<file path="config.mk">
export PLATFORM = sky130hd
export DESIGN_NAME = pipeline_hazard_ctrl
export DESIGN_NICKNAME = d
export VERILOG_FILES = /design/src/rtl/pipeline_ctrl_pkg.sv /design/src/rtl/pipeline_hazard_ctrl_div_stall_counter.sv /design/src/rtl/pipeline_hazard_ctrl.sv
export SDC_FILE = /design/constraint.sdc
export NUM_CORES = 1
export LEC_CHECK = 0
export ABC_CLOCK_PERIOD_IN_PS = 2300
export BUFFER_PORTS_ARGS = -buffer_cell sky130_fd_sc_hd__clkbuf_2
export CAP_MARGIN = 20
export CORE_AREA = 2 2 90 92
export CTS_CLUSTER_DIAMETER = 80
export DETAILED_ROUTE_END_ITERATION = 12
export DIE_AREA = 0 0 92 94
export HOLD_SLACK_MARGIN = 0.06
export PLACE_DENSITY = 0.77
export SETUP_SLACK_MARGIN = 0.1
export SLEW_MARGIN = 20
export SYNTH_ARGS = -nofsm -noshare
export SYNTH_HDL_FRONTEND = slang
export SYNTH_HIERARCHICAL = 1
export SYNTH_SLANG_ARGS = --single-unit
</file>
<file path="constraint.sdc">
create_clock -name CLK -period 2.3 [get_ports CLK]
set_clock_uncertainty 0.15 [all_clocks]
set_input_delay 0.46 -clock CLK [delete_from_list [all_inputs] [get_ports CLK]]
set_output_delay 0.46 -clock CLK [all_outputs]
set_load 0.005 [all_outputs]
</file>
<file path="src/rtl/pipeline_ctrl_pkg.sv">
// Shared types and constants for the RV32IM pipeline hazard controller
// and the pipeline registers it drives.
package pipeline_ctrl_pkg;

  typedef enum logic {
    RUN      = 1'b0,
    DIV_WAIT = 1'b1
  } ctrl_state_e;

  // One bit per pipeline control line driven by the hazard controller.
  typedef struct packed {
    logic freeze;
    logic pc_hold;
    logic if_id_hold;
    logic id_ex_hold;
    logic if_id_flush;
    logic id_ex_bubble;
    logic ex_mem_bubble;
  } hazard_ctrl_t;

  // Quiescent encoding: nothing held, nothing squashed.
  localparam hazard_ctrl_t CTRL_NOP = '0;

  // Divide down-counter width; never narrower than one bit.
  function automatic int cnt_width(input int latency);
    return (latency > 2) ? $clog2(latency) : 1;
  endfunction

endpackage

</file>
<file path="src/rtl/pipeline_hazard_ctrl_div_stall_counter.sv">
// Divider occupancy tracker: RUN/DIV_WAIT state plus the cycles-remaining
// down-counter, both frozen while either memory is busy.
module div_stall_counter
  import pipeline_ctrl_pkg::*;
#(
  parameter int DIV_LATENCY = 32
) (
  input  logic        CLK,
  input  logic        RESET,
  input  logic        freeze,
  input  logic        start,
  output ctrl_state_e state,
  output logic        cnt_zero
);

  localparam int CW = cnt_width(DIV_LATENCY);
  // The start cycle is itself a stall cycle, so DIV_WAIT covers latency-2 more.
  localparam logic [CW-1:0] CNT_LOAD = CW'((DIV_LATENCY > 1) ? DIV_LATENCY - 2 : 0);

  logic [CW-1:0] cnt;

  // NOTE: sequential state uses non-blocking assignments so every flop samples
  // pre-edge values; the reset here is synchronous, checked inside the edge.
  always_ff @(posedge CLK) begin
    if (RESET) begin
      state <= RUN;
      cnt   <= '0;
    end else if (!freeze) begin
      if (start) begin
        state <= DIV_WAIT;
        cnt   <= CNT_LOAD;
      end else if (state == DIV_WAIT) begin
        if (cnt_zero) state <= RUN;
        else          cnt   <= cnt - CW'(1);
      end
    end
  end

  assign cnt_zero = (cnt == '0);

endmodule

</file>
<file path="src/rtl/pipeline_hazard_ctrl.sv">
// Hazard/stall controller for the 5-stage RV32IM pipeline: priority mux
// over freeze, branch flush, divide stall and load-use, plus perf counters.
module pipeline_hazard_ctrl
  import pipeline_ctrl_pkg::*;
#(
  parameter int DIV_LATENCY = 32
) (
  input  logic        CLK,
  input  logic        RESET,
  input  logic [4:0]  ID_RS1,
  input  logic [4:0]  ID_RS2,
  input  logic        ID_USES_RS1,
  input  logic        ID_USES_RS2,
  input  logic [4:0]  EX_RD,
  input  logic        EX_REG_WRITE_EN,
  input  logic        EX_MEM_READ,
  input  logic        EX_IS_DIV,
  input  logic        BRANCH_TAKEN,
  input  logic        IMEM_BUSYWAIT,
  input  logic        DMEM_BUSYWAIT,
  output logic        FREEZE,
  output logic        PC_HOLD,
  output logic        IF_ID_HOLD,
  output logic        ID_EX_HOLD,
  output logic        IF_ID_FLUSH,
  output logic        ID_EX_BUBBLE,
  output logic        EX_MEM_BUBBLE,
  output logic [31:0] STALL_CYCLES,
  output logic [31:0] FLUSH_COUNT
);

  localparam logic DIV_MULTI = (DIV_LATENCY > 1);

  ctrl_state_e  state;
  logic         cnt_zero;
  logic         mem_busy;
  logic         load_use;
  logic         div_start;
  hazard_ctrl_t ctrl;

  assign mem_busy = IMEM_BUSYWAIT | DMEM_BUSYWAIT;

  assign load_use = EX_MEM_READ & EX_REG_WRITE_EN & (EX_RD != 5'd0) &
                    ((ID_USES_RS1 & (ID_RS1 == EX_RD)) |
                     (ID_USES_RS2 & (ID_RS2 == EX_RD)));

  // A taken branch squashes the divide slot, so branch outranks divide.
  assign div_start = !RESET && !mem_busy && (state == RUN) &&
                     !BRANCH_TAKEN && EX_IS_DIV && DIV_MULTI;

  div_stall_counter #(
    .DIV_LATENCY (DIV_LATENCY)
  ) u_div_stall_counter (
    .CLK      (CLK),
    .RESET    (RESET),
    .freeze   (mem_busy),
    .start    (div_start),
    .state    (state),
    .cnt_zero (cnt_zero)
  );

  // NOTE: ctrl gets a full default before the priority chain, so no path
  // leaves a field unassigned and no latch is inferred.
  always_comb begin
    ctrl = CTRL_NOP;
    if (RESET) begin
      ctrl = CTRL_NOP;
    end else if (mem_busy) begin
      ctrl.freeze = 1'b1;
    end else if ((state == RUN) && BRANCH_TAKEN) begin
      ctrl.if_id_flush  = 1'b1;
      ctrl.id_ex_bubble = 1'b1;
    end else if (div_start || ((state == DIV_WAIT) && !cnt_zero)) begin
      ctrl.pc_hold       = 1'b1;
      ctrl.if_id_hold    = 1'b1;
      ctrl.id_ex_hold    = 1'b1;
      ctrl.ex_mem_bubble = 1'b1;
    end else if ((state == RUN) && load_use) begin
      ctrl.pc_hold      = 1'b1;
      ctrl.if_id_hold   = 1'b1;
      ctrl.id_ex_bubble = 1'b1;
    end
  end

  assign FREEZE        = ctrl.freeze;
  assign PC_HOLD       = ctrl.pc_hold;
  assign IF_ID_HOLD    = ctrl.if_id_hold;
  assign ID_EX_HOLD    = ctrl.id_ex_hold;
  assign IF_ID_FLUSH   = ctrl.if_id_flush;
  assign ID_EX_BUBBLE  = ctrl.id_ex_bubble;
  assign EX_MEM_BUBBLE = ctrl.ex_mem_bubble;

  always_ff @(posedge CLK) begin
    if (RESET) begin
      STALL_CYCLES <= '0;
      FLUSH_COUNT  <= '0;
    end else begin
      if (ctrl.freeze || ctrl.pc_hold) STALL_CYCLES <= STALL_CYCLES + 32'd1;
      if (ctrl.if_id_flush)            FLUSH_COUNT  <= FLUSH_COUNT + 32'd1;
    end
  end

endmodule
</file>
==> results.ini, run 1 <==
[min_path]
holdPathEnd = u_div_stall_counter/cnt[4]$_SDFFE_PP0P_
min_path_cells = 2
hp-start = u_div_stall_counter/cnt[4]$_SDFFE_PP0P_
hp-class = flip-flop to flip-flop

[worst_setup_path]
crit_type = flip-flop to output pin
r2r_slack_ns = -0.12
slowest_delay_ns = 0.46
crit_family = simple AND/OR/NAND/NOR gates
cp-end-kind = output pin
cp.required_ns = 1.69
rr_startpoint = u_div_stall_counter/cnt[1]$_SDFFE_PP0P_
critPathArrivalTime_ns = 1.90
cp-start-kind = flip-flop
crit_fanout = 2
cp_slowest_cell = or4b_4
r2r_cells = 10
crit_buf_inv = 3
r2r_end = STALL_CYCLES[1]$_SDFFE_PP0P_
cp_common_cell = inv_2
path_cells = inv_2, ha_4, or4b_4, inv_2, nand2b_4, a21oi_2, a21o_1, buf_2

[clock_tree]
numCtsBuffers = 9
cts.reportedPaths.clkPinSlew_ns = 0.07
cts_sinks = 70
clk_latency_ns = 0.35
cts_tree = built
h-tree-depth = 3
clk_path_buf_depth = 2
cts_root_buffer = clkbuf_8

[placed_design]
port-buffer-count = 95
dp_slack_ns = -0.2910
dpl_cell_area_um2 = 4407
dpl.hpwl_mm = 6.809
place.gp.congestion = 0.8505

[floorplan]
coreArea_um2 = 7607
fp-row-count = 32
dieArea_um2 = 8648
start_util_pct = 46.37
boundaryPins = 96
die_w_um = 92
die_h_um = 94

[drt]
drt_iter0_drc = 162
firstDrtPassIters = 4
viasPerCell = 5.440
ant_nets = 0
routed_wl_mm = 9.453
dr_total_vias = 3650
wl_per_cell_um = 14.09
drc = 0

[finish]
syn_to_final_growth_pct = 37.53
final_net_count = 592
final_area_um2 = 4851
diodes = 0
drive_above_1_share_pct = 35.50
fill_cells = 670
post-route-util_pct = 63.77

[synthesis]
synth.top_cell.area_share_pct = 39.73
yosys.area.top_type = dfxtp_1
synthFlopType = dfxtp_1
synth_edf_count = 0
ys_seq_elements = 70
synth_cells = 424
ys_warn_count = 6
synth.avg_cell_area_um2 = 8.319
ys_seq_area_share_pct = 39.73
synth_cell_type_count = 51
async_flop_share_pct = 0
syn_nets = 452
synthesis.area_um2 = 3527
ys_top_cells_by_area = dfxtp_1, xnor2_1, nor2_1

[power]
peakVddDrop_uv = 254.2
leakage_uw = 0.001957
p_per_area_nw_per_um2 = 517.3

[outcome]
status = complete, but fails checks
violations = setup timing

[global_route]
gr-total-overflow = 0
grt_start_max_net_pins = 49
first_global_vias = 3497
grt.total_usage_pct = 22.24
grt_first_pass_wirelength_mm = 15.64
antenna_found_initial = 0

[timing]
relSlewSlack_pct = 69.45
slew_viol_final = 0
max_freq_mhz = 399.0
setup_ws_ns = -0.2065
setup_viol = 30
post-route-period-util_pct = 109.0
worst_pin_slew_ns = 0.4583
rsz0062_at_grt = yes
hold_viol_final = 0
period_minus_slack_ns = 2.506

[flow_run]
maxCapViolCount = 0

layer usage:
layer	vias to the layer above	track usage [%]	part of all wire, %
li1	1805	-	-
met1	1760	25.76	42
met2	72	39.95	52
met3	13	4.575	4.3
met4	0	9.204	1.3
met5	-	0	0
repair_timing:
action / CTS / global route
endpoints found under the hold margin: 0 / 0
pin swaps: 11 / 13
buffers inserted: 6 / 2
resized for setup: 16 / 23
setup endpoints to repair: 37 / 39
gates cloned: 1 / 0
hold buffers: 0 / 0
cell type report:
type,count,area [um2],share of cell area [%]
Sequential cell,70,1404,28.94
Timing Repair Buffer,150,939.7,19.37
Inverter,13,48.80,1.006
Clock inverter,5,81.33,1.677
Tap cell,102,127.6,2.631
Clock buffer,11,141.4,2.915
Multi-Input combinational cell,320,2108,43.46
metrics by stage:
stage | hold slack (ns) | TNS [ns] | total power [uW] | std cells
3_5_place_dp | 0.3192 | -5.482 | 1403 | 646
3_3_place_gp | 0.3009 | -3.453 | 1397 | 646
6_report | 0.3316 | -2.179 | 2510 | 671
4_1_cts | 0.3352 | -1.728 | 2517 | 669
2_1_floorplan | 0.2803 | -0.3141 | 1330 | 424
5_1_grt | 0.3680 | -4.831 | 2597 | 671
state kept, by name, summed over array words and instances, names as in the netlist:
register,flops
u_div_stall_counter/cnt,5
FLUSH_COUNT,32
STALL_CYCLES,32
u_div_stall_counter/state,1
power by group:
group          total [uW]  internal [uW]  switching (uW)  leakage, uW
clock network        1130            643             483     0.000110
logic                 162           75.2            86.3      0.00128
registers            1220           1220            6.12     0.000565
total                2510           1930             575      0.00196
cells in the mapped netlist, types with 2 or more instances:
cell,n
nor2b_1,2
and4_1,5
nand2_1,33
dfxtp_1,70
and3_1,10
clkbuf_1,11
xnor2_1,21
or4_1,11
nand3_1,22
nand4_1,16
and2_1,2
nor3_1,4
xor2_1,18
a21oi_1,34
inv_1,13
ha_1,3
a31oi_1,3
o211ai_1,2
buf_6,2
nor4_4,2
o21ai_0,22
buf_2,3
nand2b_1,3
nor2_1,46
buf_4,5
or3_1,22
o31ai_1,13
or2_2,2
a21o_1,2
worst max-delay path by stage:
stage	endpoint	cells after the start	from	slack, ns
after CTS	PC_HOLD	8	u_div_stall_counter/cnt[1]$_SDFFE_PP0P_	-0.20
final	PC_HOLD	8	u_div_stall_counter/cnt[1]$_SDFFE_PP0P_	-0.21
after global routing	PC_HOLD	8	u_div_stall_counter/cnt[1]$_SDFFE_PP0P_	-0.27
after detailed placement	STALL_CYCLES[1]$_SDFFE_PP0P_	8	EX_RD[1]	-0.29
after global placement	STALL_CYCLES[1]$_SDFFE_PP0P_	8	EX_RD[1]	-0.22
after floorplan	STALL_CYCLES[3]$_SDFFE_PP0P_	12	u_div_stall_counter/cnt[1]$_SDFFE_PP0P_	-0.1
placed cells by master (no fill, tap or decap), types with 2 or more instances in the layout:
cell | synthesis | layout
clkbuf_2 | 0 | 94
dfxtp_1 | 70 | 68
buf_4 | 5 | 48
nor2_1 | 46 | 46
nand2_1 | 33 | 33
a21oi_1 | 34 | 28
nand3_1 | 22 | 22
xnor2_1 | 21 | 21
or3_1 | 22 | 20
xor2_1 | 18 | 18
o21ai_0 | 22 | 18
nand4_1 | 16 | 16
o31ai_1 | 13 | 11
inv_1 | 13 | 10
and3_1 | 10 | 10
clkbuf_8 | 0 | 10
or4_1 | 11 | 8
a21oi_2 | 1 | 7
and4_1 | 5 | 5
o21ai_1 | 0 | 4
nor3_1 | 4 | 3
or4_4 | 0 | 3
nor4_4 | 2 | 3
buf_6 | 2 | 3
inv_2 | 0 | 3
or3_4 | 0 | 2
nand2b_1 | 3 | 2
nor2b_1 | 2 | 2
or2_2 | 2 | 2
a21o_1 | 2 | 2
and2_1 | 2 | 2
o31ai_4 | 0 | 2
o211ai_1 | 2 | 2
ha_1 | 3 | 2
bufinv_16 | 0 | 2
buf_8 | 0 | 2
buf_12 | 0 | 2
a31oi_1 | 3 | 2
dfxtp_2 | 0 | 2
worst min-delay path: cells and delay by family (launching register included):
| kind | cells | cell delay (ns) |
|---|---|---|
| DFF | 1 | 0.32 |
| AOI/OAI and AO/OA | 2 | 0.12 |
logic make-up after synthesis:
group / synth area share (%)
compound gates: 14.83
xor+xnor: 9.684
fa+ha+maj: 1.064
mux: 0.2838
flops: 39.73
buf+inv: 4.683
simple gates: 29.73
(Power assumes the default switching activity.)
==> inputs of run 2 (changes only) <==
Settings changed: ABC_CLOCK_PERIOD_IN_PS 2300 to 3000, CORE_AREA 2 2 90 92 to 2 2 81 83, CTS_BUF_LIST set to sky130_fd_sc_hd__clkbuf_2 sky130_fd_sc_hd__clkbuf_4 sky130_fd_sc_hd__clkbuf_8, DIE_AREA 0 0 92 94 to 0 0 83 85, GPL_ROUTABILITY_DRIVEN set to 0, PLACE_DENSITY 0.77 to 0.89.
Clock period 2.3 ns to 3 ns, I/O delays scaled along.
==> run 2 against run 1 <==
  * The flow now finishes without violations
  * Final cell count fell by 11%
  * Combinational power fell by 38%
  * Clock power fell by 36%
  * Sequential cell count did not move
  * Hold slack improved by 0.0091 ns
  * Critical path depth did not move
  * Power fell by 30%
  * Critical path type unchanged
  * Largest cell class unchanged
  * Highest routed layer unchanged
==> results.ini, run 2 (same netlist as run 1, synthesis figures left out) <==
[clock_tree]
h-tree-depth = 3  ; unchanged
cts_root_buffer = clkbuf_8  ; unchanged
cts_sinks = 70  ; unchanged
clk_path_buf_depth = 2  ; unchanged
cts.reportedPaths.clkPinSlew_ns = 0.07  ; about the same
cts_setup_buffers = 0  ; was 6
cts_tree = built  ; unchanged
numCtsBuffers = 9  ; unchanged
clk_latency_ns = 0.34  ; was 0.35 ns

[drt]
viasPerCell = 5.808  ; was 5.440
drc = 0  ; unchanged
drt_iter0_drc = 192  ; was 162
ant_nets = 0  ; unchanged
firstDrtPassIters = 4  ; unchanged
dr_total_vias = 3473  ; was 3650
routed_wl_mm = 8.682  ; was 9.453 mm
wl_per_cell_um = 14.52  ; was 14.09 um

[timing]
worst_pin_slew_ns = 0.5811  ; was 0.4583 ns
setup_viol = 0  ; was 30
tns_ns = 0  ; was -2.179 ns
hold_ws_ns = 0.3407  ; was 0.3316 ns
rsz0062_at_grt = no  ; was yes
period_minus_slack_ns = 2.810
post-route-period-util_pct = 93.67
slew_viol_final = 0  ; unchanged
hold_viol_final = 0  ; unchanged
relSlewSlack_pct = 60.97  ; was 69.45%
max_freq_mhz = 355.8

[worst_setup_path]
rr_startpoint = u_div_stall_counter/cnt[0]$_SDFFE_PP0P_  ; was u_div_stall_counter/cnt[1]$_SDFFE_PP0P_
cp_slowest_cell = or4b_4  ; unchanged
cp-end-kind = output pin  ; unchanged
cp-start-kind = flip-flop  ; unchanged
slowest_delay_ns = 0.51  ; was 0.46 ns
cp-startpoint = u_div_stall_counter/cnt[0]$_SDFFE_PP0P_  ; was u_div_stall_counter/cnt[1]$_SDFFE_PP0P_
crit_fanout = 6  ; was 2
cp.required_ns = 2.25  ; was 1.69 ns
cp_common_cell = inv_1  ; was inv_2
crit_type = flip-flop to output pin  ; unchanged
critPathArrivalTime_ns = 2.06  ; was 1.90 ns
path_cells = inv_1, ha_1, or4b_4, inv_1, nand2b_1, a21oi_1, a21o_1, clkbuf_2  ; was inv_2, ha_4, or4b_4, inv_2, nand2b_4, a21oi_2, a21o_1, buf_2

[finish]
drive_above_1_share_pct = 25.14  ; was 35.50%
layout_commonest_cell = clkbuf_2  ; unchanged
layout_common_cells = clkbuf_2, dfxtp_1, nor2_1  ; was clkbuf_2, dfxtp_1, buf_4
final_net_count = 544  ; was 592
reg.largest.list = FLUSH_COUNT x32, STALL_CYCLES x32, u_div_stall_counter/cnt x5  ; unchanged
fill_cells = 527  ; was 670
diodes = 0  ; unchanged
syn_to_final_growth_pct = 20.61  ; was 37.53%

[floorplan]
coreArea_um2 = 6205  ; was 7607 um2
fp-row-count = 29  ; was 32
die_h_um = 85  ; was 94 um
die_w_um = 83  ; was 92 um
dieArea_um2 = 7055  ; was 8648 um2
start_util_pct = 56.85  ; was 46.37%
boundaryPins = 96  ; unchanged

[power]
leakage_uw = 0.001656  ; was 0.001957 uW
peakVddDrop_uv = 347.9  ; was 254.2 uV
p_per_area_nw_per_um2 = 415.0  ; was 517.3 nW/um2

[outcome]
status = completed  ; was complete, but fails checks

[placed_design]
port-buffer-count = 95  ; unchanged
dpl.hpwl_mm = 6.173  ; was 6.809 mm

[global_route]
gr-total-overflow = 0  ; unchanged
antenna_found_initial = 0  ; unchanged
grt_start_max_net_pins = 46  ; was 49
grt.total_usage_pct = 24.17  ; was 22.24%
grt_first_pass_wirelength_mm = 14.16  ; was 15.64 mm
first_global_vias = 3096  ; was 3497

[min_path]
hp-start = STALL_CYCLES[31]$_SDFFE_PP0P_  ; was u_div_stall_counter/cnt[4]$_SDFFE_PP0P_
hp-class = flip-flop to flip-flop  ; unchanged

[flow_run]
maxCapViolCount = 0  ; unchanged

[run 2: changes by cell type in the layout (fill, tap and decap cells not counted), moves of 3 or more]
cell,previous run,this run
a21oi_1,28,34
a21oi_2,7,1
buf_4,48,5
buf_6,3,0
inv_1,10,13
inv_2,3,0
o21ai_0,18,22
o21ai_1,4,0
or4_1,8,11
or4_4,3,0
[run 2: layout make-up]
type,instances,area [um2],share of cell area [%]
repair buffers,102,553.0,13.00
clock buffers,13,172.7,4.059
inverters,13,48.80,1.147
well taps,77,96.34,2.265
flip-flops and latches,70,1401,32.94
multi-input cells,320,1964,46.18
clock inverters,3,17.52,0.4118
[run 2: routing by layer]
layer	GRT usage [%]	wire length [um]	share of wire, %	vias to the layer above
met5	0	0	0	-
met4	9.240	174	2.0	0
met3	6.128	432	5.0	17
met1	29.60	3807	44	1652
met2	41.13	4268	49	100
li1	-	-	-	1704
[run 2: what timing repair did]
item	4_1_cts	5_1_grt
hold buffers	0	0
gates resized for setup	0	1
endpoints found under the setup margin	0	2
[run 2: critical path: cells and delay by family, from the launching register on]
family                     cells  cell delay, ns
AOI/OAI and AO/OA              2            0.31
adders and majority gates      1            0.16
buffers and inverters          3            0.27
DFF                            1            0.34
and+or+nand+nor                2            0.64
[run 2: final timing paths]
path                                        end  slack, ns  depth (start not counted)
setup / recovery                        PC_HOLD       0.19                          8
setup reg to reg  STALL_CYCLES[31]$_SDFFE_PP0P_       0.36                         10
hold / removal    STALL_CYCLES[31]$_SDFFE_PP0P_       0.34                          2
hold reg to reg   STALL_CYCLES[31]$_SDFFE_PP0P_       0.34                          2
[run 2: through the flow]
step | instance area (um2) | cells | worst slack (ns) | total power [uW] | utilization, %
2_1_floorplan | 3527 | 424 | 0.4584 | 1016 | -
3_3_place_gp | 4060 | 582 | 0.2494 | 1054 | 65.44
3_5_place_dp | 4060 | 582 | 0.2637 | 1058 | 65.44
4_1_cts | 4250 | 598 | 0.1480 | 1770 | 68.50
5_1_grt | 4254 | 598 | 0.1040 | 1833 | 68.56
6_report | 4254 | 598 | 0.1898 | 1765 | 68.56
[run 2: where the power goes]
| group | switching (uW) | internal, uW | total [uW] |
|---|---|---|---|
| Combinational | 58.6 | 41.7 | 100 |
| Sequential | 4.94 | 932 | 937 |
| Clock | 353 | 375 | 728 |
==> inputs of run 3 (changes only) <==
Settings changed: SYNTH_HIERARCHICAL 1 to unset.
==> run 3 against run 2 <==
  * Via count decreased by 0.72%
  * Utilization increased by 0.46 points
  * Die area unchanged
  * Count of clock-buffer cells in the layout decreased by 3
  * Maximum frequency increased by 2.3%
  * Synthesized cell count decreased by 1.2%
  * Combinational power increased by 4%
  * Register-to-register slack improved by 0.03 ns
  * Cell area increased by 0.68%
  * Hold slack got worse by 0.021 ns
  * Clock power increased by 4.3%
  * Sequential power about the same
  * Critical endpoint is now ID_EX_BUBBLE
  * Highest routed layer unchanged
==> results.ini, run 3 <==
[finish]
layout_commonest_cell = clkbuf_2  ; unchanged
final_area_um2 = 4283  ; was 4254 um2
syn_to_final_growth_pct = 20.91  ; was 20.61%
reg.largest.list = FLUSH_COUNT x32, STALL_CYCLES x32, u_div_stall_counter.cnt x5  ; was FLUSH_COUNT x32, STALL_CYCLES x32, u_div_stall_counter/cnt x5
drive_above_1_share_pct = 24.86  ; was 25.14%
final_net_count = 543  ; was 544
layout_common_cells = clkbuf_2, dfxtp_1, nor2_1  ; unchanged
post_layout_nonfiller_instances = 596  ; was 598
diodes = 0  ; unchanged

[drt]
viasPerCell = 5.785  ; was 5.808
firstDrtPassIters = 4  ; unchanged
routed_wl_mm = 8.290  ; was 8.682 mm
ant_nets = 0  ; unchanged
dr_total_vias = 3448  ; was 3473
drt_iter0_drc = 174  ; was 192
drc = 0  ; unchanged
dr_wl_met3_um = 448  ; was 432 um
wl_per_cell_um = 13.91  ; was 14.52 um
met1_length_mm = 3.631  ; was 3.807 mm
route.met2.wl_mm = 4.016  ; was 4.268 mm
maxUsedRoutingLayer = met4  ; unchanged

[clock_tree]
h-tree-depth = 3  ; unchanged
cts_tree = built  ; unchanged
cts_sinks = 70  ; unchanged
cts.reportedPaths.clkPinSlew_ns = 0.08  ; was 0.07 ns
cts_setup_buffers = 0  ; unchanged
cts_root_buffer = clkbuf_8  ; unchanged
clk_latency_ns = 0.34  ; about the same
clk_path_buf_depth = 2  ; unchanged
numCtsBuffers = 9  ; unchanged

[placed_design]
port-buffer-count = 95  ; unchanged
placed_cells = 580  ; was 582
dpl.hpwl_mm = 6.028  ; was 6.173 mm
dpl_cell_area_um2 = 4070  ; was 4060 um2

[synthesis]
synthFlopType = dfxtp_1  ; unchanged
ys_top_cells_by_area = dfxtp_1, xnor2_1, a21oi_1  ; was dfxtp_1, xnor2_1, nor2_1
ys_seq_elements = 70  ; unchanged
ys_warn_count = 0  ; was 6
synth_edf_count = 0  ; unchanged
synth.top_cell.area_share_pct = 39.56  ; was 39.73%
synth.avg_cell_area_um2 = 8.454  ; was 8.319 um2
syn_nets = 448  ; was 452
synth_cell_type_count = 45  ; was 51
synthesis.area_um2 = 3542  ; was 3527 um2
async_flop_share_pct = 0  ; unchanged
ys_seq_area_share_pct = 39.56  ; was 39.73%
synth_commonest_cells = dfxtp_1, nor2_1, a21oi_1  ; unchanged
yosys.area.top_type = dfxtp_1  ; unchanged
synth.most_common_cell = dfxtp_1  ; unchanged
synth_cells = 419  ; was 424

[worst_setup_path]
crit_buf_inv = 2  ; was 3
crit_type = flip-flop to output pin  ; unchanged
cp-start-kind = flip-flop  ; unchanged
crit_fanout = 5  ; was 6
cp-end-kind = output pin  ; unchanged
cp_slowest_cell = or4b_4  ; unchanged
r2r_end = STALL_CYCLES[1]$_SDFFE_PP0P_  ; was STALL_CYCLES[31]$_SDFFE_PP0P_
r2r_slack_ns = 0.39  ; was 0.36 ns
crit_family = simple AND/OR/NAND/NOR gates  ; unchanged
path_cells = inv_1, ha_1, or4b_4, a22oi_2, nand3b_1, o21ai_1, clkbuf_2  ; was inv_1, ha_1, or4b_4, inv_1, nand2b_1, a21oi_1, a21o_1, clkbuf_2
r2r_cells = 9  ; was 10
cp.required_ns = 2.25  ; about the same
critPathArrivalTime_ns = 2.00  ; was 2.06 ns
rr_startpoint = u_div_stall_counter.cnt[0]$_SDFFE_PP0P_  ; was u_div_stall_counter/cnt[0]$_SDFFE_PP0P_
slowest_delay_ns = 0.49  ; was 0.51 ns

[power]
p_per_area_nw_per_um2 = 421.1  ; was 415.0 nW/um2
peakVddDrop_uv = 367.9  ; was 347.9 uV
leakage_uw = 0.001630  ; was 0.001656 uW
power_uw = 1803  ; was 1765 uW

[timing]
period_minus_slack_ns = 2.747  ; was 2.810 ns
worst_pin_slew_ns = 0.6174  ; was 0.5811 ns
slew_viol_final = 0  ; unchanged
relSlewSlack_pct = 58.62  ; was 60.97%
tns_ns = 0  ; unchanged
setup_viol = 0  ; unchanged
hold_viol_final = 0  ; unchanged
max_freq_mhz = 364.1  ; was 355.8 MHz
rsz0062_at_grt = yes  ; was no
post-route-period-util_pct = 91.56  ; was 93.67%

[outcome]
status = completed  ; unchanged

[floorplan]
fp-row-count = 29  ; unchanged
coreArea_um2 = 6205  ; unchanged
dieArea_um2 = 7055  ; unchanged
die_w_um = 83  ; unchanged
start_util_pct = 57.09  ; was 56.85%
die_h_um = 85  ; unchanged
boundaryPins = 96  ; unchanged

[global_route]
grt_first_pass_wirelength_mm = 13.70  ; was 14.16 mm
grt_start_max_net_pins = 44  ; was 46
grt.total_usage_pct = 23.19  ; was 24.17%
first_global_vias = 3107  ; was 3096
antenna_found_initial = 0  ; unchanged
gr-total-overflow = 0  ; unchanged

[min_path]
holdPathEnd = STALL_CYCLES[31]$_SDFFE_PP0P_  ; unchanged
min_path_cells = 1  ; was 2
hp-start = STALL_CYCLES[31]$_SDFFE_PP0P_  ; unchanged
hp-class = flip-flop to flip-flop  ; unchanged

[flow_run]
maxCapViolCount = 0  ; unchanged

-- run 3: cell types whose count changed in the layout (fill, tap and decap cells not counted), moves of 4 or more --
cell / change
nand4_1: +7
o21ai_0: -5
nor4_1: +5
xnor2_1: +4
nand2_1: -9
nor2_1: -10
o21ai_1: +10
o31ai_1: -5
and3_1: +4
and4_1: +4
inv_1: -4
-- run 3: worst max-delay path by stage --
| stage | startpoint | endpoint | slack, ns | depth (start not counted) |
|---|---|---|---|---|
| floorplan | EX_RD[1] | PC_HOLD | 0.55 | 6 |
| global placement | DMEM_BUSYWAIT | FLUSH_COUNT[31]$_SDFFE_PP0P_ | 0.27 | 7 |
| detailed placement | DMEM_BUSYWAIT | FLUSH_COUNT[31]$_SDFFE_PP0P_ | 0.18 | 7 |
| finish | u_div_stall_counter.cnt[0]$_SDFFE_PP0P_ | ID_EX_BUBBLE | 0.25 | 7 |
| global route | u_div_stall_counter.cnt[0]$_SDFFE_PP0P_ | ID_EX_BUBBLE | 0.09 | 7 |
| CTS | u_div_stall_counter.cnt[0]$_SDFFE_PP0P_ | ID_EX_BUBBLE | 0.13 | 7 |
-- run 3: logic make-up after synthesis --
group / count (synthesis) / share of synthesized area (%)
and+or+nand+nor: 194 / 30.55
AOI/OAI and AO/OA: 80 / 14.02
DFF: 70 / 39.56
xor gates and xnor gates: 42 / 10.38
buffers and inverters: 28 / 3.779
adders and majority gates: 4 / 1.413
muxes: 1 / 0.2826
-- run 3: layout make-up --
class	instances	area [um2]
clock buffer	10	137.6
clock inverter	6	61.31
multi-input combinational	321	2021
fill	513	1922
sequential	70	1401
tap	77	96.34
inverter	10	37.54
timing repair buffer	102	528.0
-- run 3: report_power, final --
group	internal, uW	total (uW)	switching [uW]
clock network	404	759	356
logic	42.7	104	61.5
registers	934	940	6.15
-- run 3: what timing repair did --
action | 4_1_cts | 5_1_grt
hold buffers | 0 | 0
resized for setup | 0 | 3
setup endpoints to repair | 0 | 5
-- run 3: through the flow --
step	hold slack, ns	utilization, %	setup WS (ns)
3_5_place_dp	0.3109	65.60	0.1820
4_1_cts	0.3223	68.80	0.1319
6_report	0.3198	69.03	0.2532
2_1_floorplan	0.3067	-	0.5455
5_1_grt	0.3391	69.03	0.09473
3_3_place_gp	0.2970	65.60	0.2682
-- run 3: routing by layer --
| layer | track usage (%) | vias to the layer above |
|---|---|---|
| met2 | 38.56 | 119 |
| met4 | 10.58 | 0 |
| met3 | 4.086 | 18 |
| met1 | 29.57 | 1594 |
| li1 | - | 1717 |
| met5 | 0 | - |
-- run 3: worst register-to-register path, stage by stage, from the launching register on --
cell and delay [ns]:
dfxtp_1 0.33, inv_1 0.09, ha_1 0.14, or4b_4 0.49, a2111oi_4 0.46, nor2_2 0.09, a31oi_4 0.14, buf_4 0.31
mux2i_1 0.25, nor2_1 0.05
